**src/rtl/shift_capture_hex.sv**
```systemverilog
// Serial shift register with capture copy, shown one nibble at a time on a
// registered seven-segment output. Pin strobes are synchronized and edge-detected.
module shift_capture_hex #(
    parameter int DEPTH       = 8,
    parameter int SYNC_STAGES = 2
) (
    input  logic [7:0] io_in,
    output logic [7:0] io_out
);

    localparam int NIB   = DEPTH / 4;
    localparam int PTR_W = (NIB > 1) ? $clog2(NIB) : 1;
    localparam logic [PTR_W-1:0] PTR_LAST = PTR_W'(NIB - 1);

    logic clk;
    logic rst;
    assign clk = io_in[0];
    assign rst = io_in[1];

    logic [5:0]       sync_p [SYNC_STAGES];
    logic [5:0]       sync_last;
    logic [2:0]       hist_p0;
    logic             shf_pls, cap_pls, stp_pls;
    logic [DEPTH-1:0] sr, cap;
    logic [PTR_W-1:0] ptr;
    logic             cv;
    logic [DEPTH-1:0] src;
    logic [3:0]       nib, nib_d;
    logic [6:0]       seg_d, seg_p1;
    logic             cv_p1;

    function automatic logic [6:0] hex7(input logic [3:0] n);
        case (n)
            4'h0: hex7 = 7'h3F;
            4'h1: hex7 = 7'h06;
            4'h2: hex7 = 7'h5B;
            4'h3: hex7 = 7'h4F;
            4'h4: hex7 = 7'h66;
            4'h5: hex7 = 7'h6D;
            4'h6: hex7 = 7'h7D;
            4'h7: hex7 = 7'h07;
            4'h8: hex7 = 7'h7F;
            4'h9: hex7 = 7'h6F;
            4'hA: hex7 = 7'h77;
            4'hB: hex7 = 7'h7C;
            4'hC: hex7 = 7'h39;
            4'hD: hex7 = 7'h5E;
            4'hE: hex7 = 7'h79;
            default: hex7 = 7'h71;
        endcase
    endfunction

    // Stage: synchronizer chain, data and strobes kept aligned
    always_ff @(posedge clk or posedge rst) begin
        if (rst) begin
            for (int i = 0; i < SYNC_STAGES; i++) sync_p[i] <= '0;
            hist_p0 <= '0;
        end else begin
            sync_p[0] <= io_in[7:2];
            for (int i = 1; i < SYNC_STAGES; i++) sync_p[i] <= sync_p[i-1];
            hist_p0 <= sync_last[3:1];
        end
    end

    assign sync_last = sync_p[SYNC_STAGES-1];
    assign shf_pls   = sync_last[1] & ~hist_p0[0];
    assign cap_pls   = sync_last[2] & ~hist_p0[1];
    assign stp_pls   = sync_last[3] & ~hist_p0[2];

    // Stage: shift register, capture copy and nibble pointer
    always_ff @(posedge clk or posedge rst) begin
        if (rst) begin
            sr  <= '0;
            cap <= '0;
            cv  <= 1'b0;
            ptr <= '0;
        end else begin
            if (shf_pls) sr <= {sr[DEPTH-2:0], sync_last[0]};
            if (cap_pls) begin
                cap <= sr;
                cv  <= 1'b1;
            end
            if (stp_pls) ptr <= (ptr == PTR_LAST) ? '0 : ptr + PTR_W'(1);
        end
    end

    always_comb begin
        src = sync_last[4] ? cap : sr;
        nib = '0;
        for (int k = 0; k < NIB; k++)
            if (ptr == PTR_W'(k)) nib = src[4*k +: 4];
        nib_d = sync_last[5] ? {nib[0], nib[1], nib[2], nib[3]} : nib;
        seg_d = (sync_last[4] && !cv) ? 7'h40 : hex7(nib_d);
    end

    // Stage: registered display; reset shows hex 0
    always_ff @(posedge clk or posedge rst) begin
        if (rst) begin
            seg_p1 <= 7'h3F;
            cv_p1  <= 1'b0;
        end else begin
            seg_p1 <= seg_d;
            cv_p1  <= cv;
        end
    end

    assign io_out = {cv_p1, seg_p1};

endmodule

```
**config.mk**
```make
export PLATFORM = sky130hd
export DESIGN_NAME = shift_capture_hex
export DESIGN_NICKNAME = d
export VERILOG_FILES = /design/src/rtl/shift_capture_hex.sv
export SDC_FILE = /design/constraint.sdc
export NUM_CORES = 1
export LEC_CHECK = 0
export CORE_ASPECT_RATIO = 1.1
export CORE_MARGIN = 8
export CORE_UTILIZATION = 60
export CTS_CLUSTER_DIAMETER = 50
export CTS_CLUSTER_SIZE = 28
export DETAILED_ROUTE_END_ITERATION = 6
export GPL_ROUTABILITY_DRIVEN = 0
export PLACE_DENSITY = 0.8
export REMOVE_ABC_BUFFERS = 1
export SETUP_SLACK_MARGIN = 0.1
export SYNTH_ARGS = -nofsm -noshare
export SYNTH_HDL_FRONTEND = slang
export SYNTH_SLANG_ARGS = --single-unit
```
**constraint.sdc**
```tcl
create_clock -name io_in -period 4.1 [get_ports io_in]
set_input_delay 0.615 -clock io_in [delete_from_list [all_inputs] [get_ports io_in]]
set_output_delay 0.615 -clock io_in [all_outputs]
set_load 0.02 [all_outputs]
```
# [Word level (Yosys, flattened, before mapping)]
# Memories as Yosys holds them, arrays and structs flattened.
# Cells that the tools add are included.
[word_totals] mem_count=1 out_inout_bits=8 elab_cells=24 input_bits=8 romBits=112 regBits=41
[op_classes] mux=5 n_bitwise=6 add_sub_neg=1 n_reduce_logical=2
[memory_table] memory="(no name shown)" words=16 width=7 read_ports=1 rd_ports_with_merged_regs=0 write_ports=0 line="33" rtl="case (n)"
[op_table] op="two-way mux 4 bit" count=2
[op_table] op="two-way mux 8 bit" count=1
[op_table] op="two-way mux 7 bit" count=1
[op_table] op="bitwise AND 1 bit" count=3
[op_table] op="NOT 1 bit" count=3
[op_table] op="adder 1 bit (second input constant)" count=1
[op_table] op="logical AND 1 bit" count=1
[op_table] op="logical NOT 1 bit" count=1
[op_table] op="two-way mux 1 bit" count=1

# [Depth between registers and ports, before layout]
# An unclocked memory read counts as a cell.
[depth] ltp_word=5 depth_mapped=9 depth_no_buf=8

# [Worst setup path after synthesis]
# OpenSTA, ideal clock, no wires.
[synth_path] path_type="register to register" startpoint="register sync_p, in the netlist sync_last[5]" endpoint="register seg_p1[5]" t_arrival_ns=1.923 required_ns=4.038 setup_time_ns=0.062 period_less_slack_ns=1.985 slack_ns=2.115 path_stages_with_launch=9 n_path_buf=1 cell_sequence="dfrtp_1 buf_2 mux4_2 mux2i_4 inv_1 ha_1 nand2_1 a21boi_2 o221a_1"
[synth_via] elab_chain_len=3
[synth_rtl] item="from (decl)" line="20" rtl="logic [5:0] sync_p [SYNC_STAGES];"
[synth_rtl] item="two-way mux 4 bit" line="92" rtl="nib_d = sync_last[5] ? {nib[0], nib[1], nib[2], nib[3]} : nib;"
[synth_rtl] item="memory (16 x 7 bit)"
[synth_rtl] item="two-way mux 7 bit" line="93" rtl="seg_d = (sync_last[4] && !cv) ? 7'h40 : hex7(nib_d);"
[synth_rtl] item="net seg_d[5]" line="29" rtl="logic [6:0] seg_d, seg_p1;"
[synth_rtl] item="to (signal assigned)" line="102" rtl="seg_p1 <= seg_d;"
[synth_rtl] item="to (decl)" line="29"
# The timed path passes the listed nets, and every way through them passes these cells.
# A chain may end at the register's enable or synchronous reset.

# [Worst setup path in the final report]
[layout_path] startpoint="register sync_p, in the netlist sync_last[4]" endpoint="register seg_p1[5]"
[layout_via] elab_chain_len=5 word_cells_on_any_way=6 cone_classes="mux: 4; reduce/logical: 1; memory: 1"
[layout_rtl] item="two-way mux 8 bit" line="88" rtl="src = sync_last[4] ? cap : sr;"
[layout_rtl] item="two-way mux 4 bit" line="91" rtl="if (ptr == PTR_W'(k)) nib = src[4*k +: 4];"
[layout_rtl] item="two-way mux 4 bit" line="92"
[layout_rtl] item="memory (16 x 7 bit)"
[layout_rtl] item="two-way mux 7 bit *" line="93"
[layout_rtl] item="net seg_d[5]" line="29"
# Mark *: on every way through the listed nets, which the timed path passes. The rest lies on a longest branch.

==> metrics.yaml <==
synth_largest_area_cell: "dfrtp_1"
ctsHoldBuffers: 0
grt_start_max_net_pins: 15
ys_ff_latch: 41
synthTopCellsByArea: "dfrtp_1, dfstp_2, nand2_1, mux2_1, mux4_2"
path_delay_family: "multiplexers"
synth.top_cell.area_share: 0.4785
worst_ir_drop_vdd_mv: 0.6143
die_w_um: 68.67
fill_cells: 188
cp-start-kind: "register"
r2r-start: "sync_last[4]"
via_count: 1306
path_cells: "mux4_2 -> mux2i_4 -> inv_1 -> ha_1 -> nand2_1 -> a21boi_2 -> o221a_1"
synthAdderAreaFrac: 0.04101
die-area_mm2: 0.005076
wl_um: 3582
min_from: "io_in[2]"
fp.dieH_um: 73.93
synth-xor-area-share: 0.004785
fin_crit_ns: 2.319
grt_overflow: 0
worstSetupPathType: "register to register"
ff2ff_setup_slack_ns: 1.78
cp_slowest_cell: "dfrtp_1"
worst-path-max-fanout: 10
antennaDiodeCount: 0
min_path_cells: 0
crit_buf_inv: 1
rr_worst_depth: 7
clk_pin_slew_ns: 0.13
worst_pin_slew_ns: 0.5475
coreArea_mm2: 0.002969
holdWs_ns: -0.3326
timing.fmax_mhz: 431.2
min_to: "sync_p[6]"
worstSkewPairLatency_ns: 0.36
rows: 21
violations: "negative hold slack"
cp-end-kind: "register"
via_per_inst: 5.511
ys_async_sr_fraction: 1.000
seq_area_frac_synth: 0.5646
setup_tns_ns: 0
required_ns: 4.41
dpl_worst_slack_ns: 1.114
drc: 0
slowest_delay_ns: 0.64
finClkSkew_ns: 0.01393
cts_resized: 0
max-slew-margin-rel: 0.6343
post_cts_buffers: 0
drv_cap: 0
fin_cells: 237
antenna_left: 0
finalCritPeriodShare: 0.5656
rsz0062_at_grt: "no"
arrival_ns: 2.63
area_growth_pct: 21.94
synth_area_per_cell_um2: 12.54
cts_tree: "done"
port_buffers: 8
status: "complete, but fails checks"
synth_cell_type_count: 36
dr.pass1.iters: 4
crit_cells: 7
synth_area_mm2: 0.001831
hold_violations: 6
synthFlopType: "dfrtp_1"
synth_edf_count: 0
start_util: 0.6165
post_drt_wl_per_cell_um: 15.11
drive_above_1_share: 0.1527
dp_cells: 181
nets: 213
p_leak_nw: 1.115
antenna_found_initial: 0
powerDensity_mw_per_mm2: 526.6
synth_top_family_by_area: "multiplexers"
syn-instance-count: 146
worstReg2RegEnd: "seg_p1[5]"
synthMuxAreaShare: 0.1593
finalSetupViolCount: 0
drtIter0Drc: 191
grt_pass1_wl_um: 6430
synth-compound-area-share: 0.09091
grt_usage: 0.1807
slew_violations: 0
ios: 16
ys_warn_count: 0
grt_pass1_vias: 1684
hold_class: "clock port to register"
synth-simple-area-share: 0.1094
hpwl_um: 2150
layout_setup_ws_ns: 1.781
[kinds of logic (layout without fill, tap and decap cells)]
logic type,count (synthesis),count (layout)
buffers and inverters,11,68
AOI/OAI and AO/OA,22,22
muxes,21,21
adders and majority gates,6,6
and+or+nand+nor,44,44
xor gates and xnor gates,1,1
DFF,41,41
[state kept, by name, indices dropped and copies added (netlist names)]
signal and cells:
cv 1, hist_p0 3, sr 8, cap 8, sync_last 6, cv_p1 1
ptr 1, seg_p1 7, sync_p 6
[final cells by class]
cell class,count,area [um^2],share of cell area
well taps,34,42.54,0.01906
repair buffers,8,80.08,0.03587
clock buffers,10,75.07,0.03363
clock inverters,47,247.7,0.1110
multi-input cells,94,742.0,0.3324
flip-flops and latches,41,1033,0.4630
inverters,3,11.26,0.005045
[per-layer routing]
| metal | vias up | GRT usage | wire length (um) |
|---|---|---|---|
| li1 | 620 | - | - |
| met1 | 625 | 0.1410 | 1369 |
| met2 | 49 | 0.2203 | 1830 |
| met3 | 12 | 0.1837 | 287 |
| met4 | 0 | 0.2210 | 94 |
| met5 | - | 0 | 0 |
[synth_stat cells, drive strengths merged, types with 2 or more instances]
master / count
nor2b: 4
dfstp: 6
o21ai: 4
nand2b: 5
clkbuf: 3
mux4: 4
buf: 4
mux2i: 8
ha: 6
o221a: 2
a22oi: 4
nand2: 28
a22o: 2
inv: 4
a21oi: 3
nand3: 3
nor2: 2
dfrtp: 35
mux2: 9
[cell usage in the layout (no fill, tap or decap), types with 2 or more instances in the layout]
master           instances
mux4_2                   4
nor2_1                   2
nand2b_1                 5
nand3_1                  2
o21ai_0                  3
nor2b_1                  4
mux2_1                   8
clkdlybuf4s50_1          8
clkbuf_4                10
a22o_1                   2
a22oi_1                  4
bufinv_16                2
dfstp_2                  6
o221a_1                  2
inv_1                   44
dfrtp_1                 35
nand2_1                 28
mux2i_1                  6
a21oi_1                  3
ha_1                     6
[worst max-delay path by stage]
stage	start	to	slack, ns
after detailed placement	io_in[1]	cap[0]	1.11
final	sync_last[4]	seg_p1[5]	1.78
after CTS	sync_last[4]	seg_p1[5]	1.78
after global routing	sync_last[4]	seg_p1[5]	1.65
after floorplan	io_in[1]	cap[0]	1.11
after global placement	io_in[1]	cap[0]	1.11
[power by group]
part / leakage (nW) / switching (W) / internal, W
sequential: 0.553 / 0 / 0.000414
clock: 0.307 / 0.000447 / 0.000314
combinational: 0.254 / 0 / 0
total: 1.11 / 0.000447 / 0.000729
[worst reg2reg max path, stage by stage (launching register included)]
cell and delay (ns):
dfrtp_1 0.64, mux4_2 0.59, mux2i_4 0.24, inv_1 0.13
ha_1 0.26, nand2_1 0.08, a21boi_2 0.15, o221a_1 0.18
[through the flow]
stage	hold WS (ns)	util	total power, W	area (um^2)
floorplan	0.03143	-	0.0005419	1790
global placement	0.03143	0.6443	0.0005419	1913
detailed placement	0.03143	0.6443	0.0005419	1913
CTS	-0.3557	0.7518	0.001208	2232
global route	-0.3732	0.7518	0.001310	2232
finish	-0.3326	0.7518	0.001175	2232
Note: power is estimated with default switching activity, not from simulation.
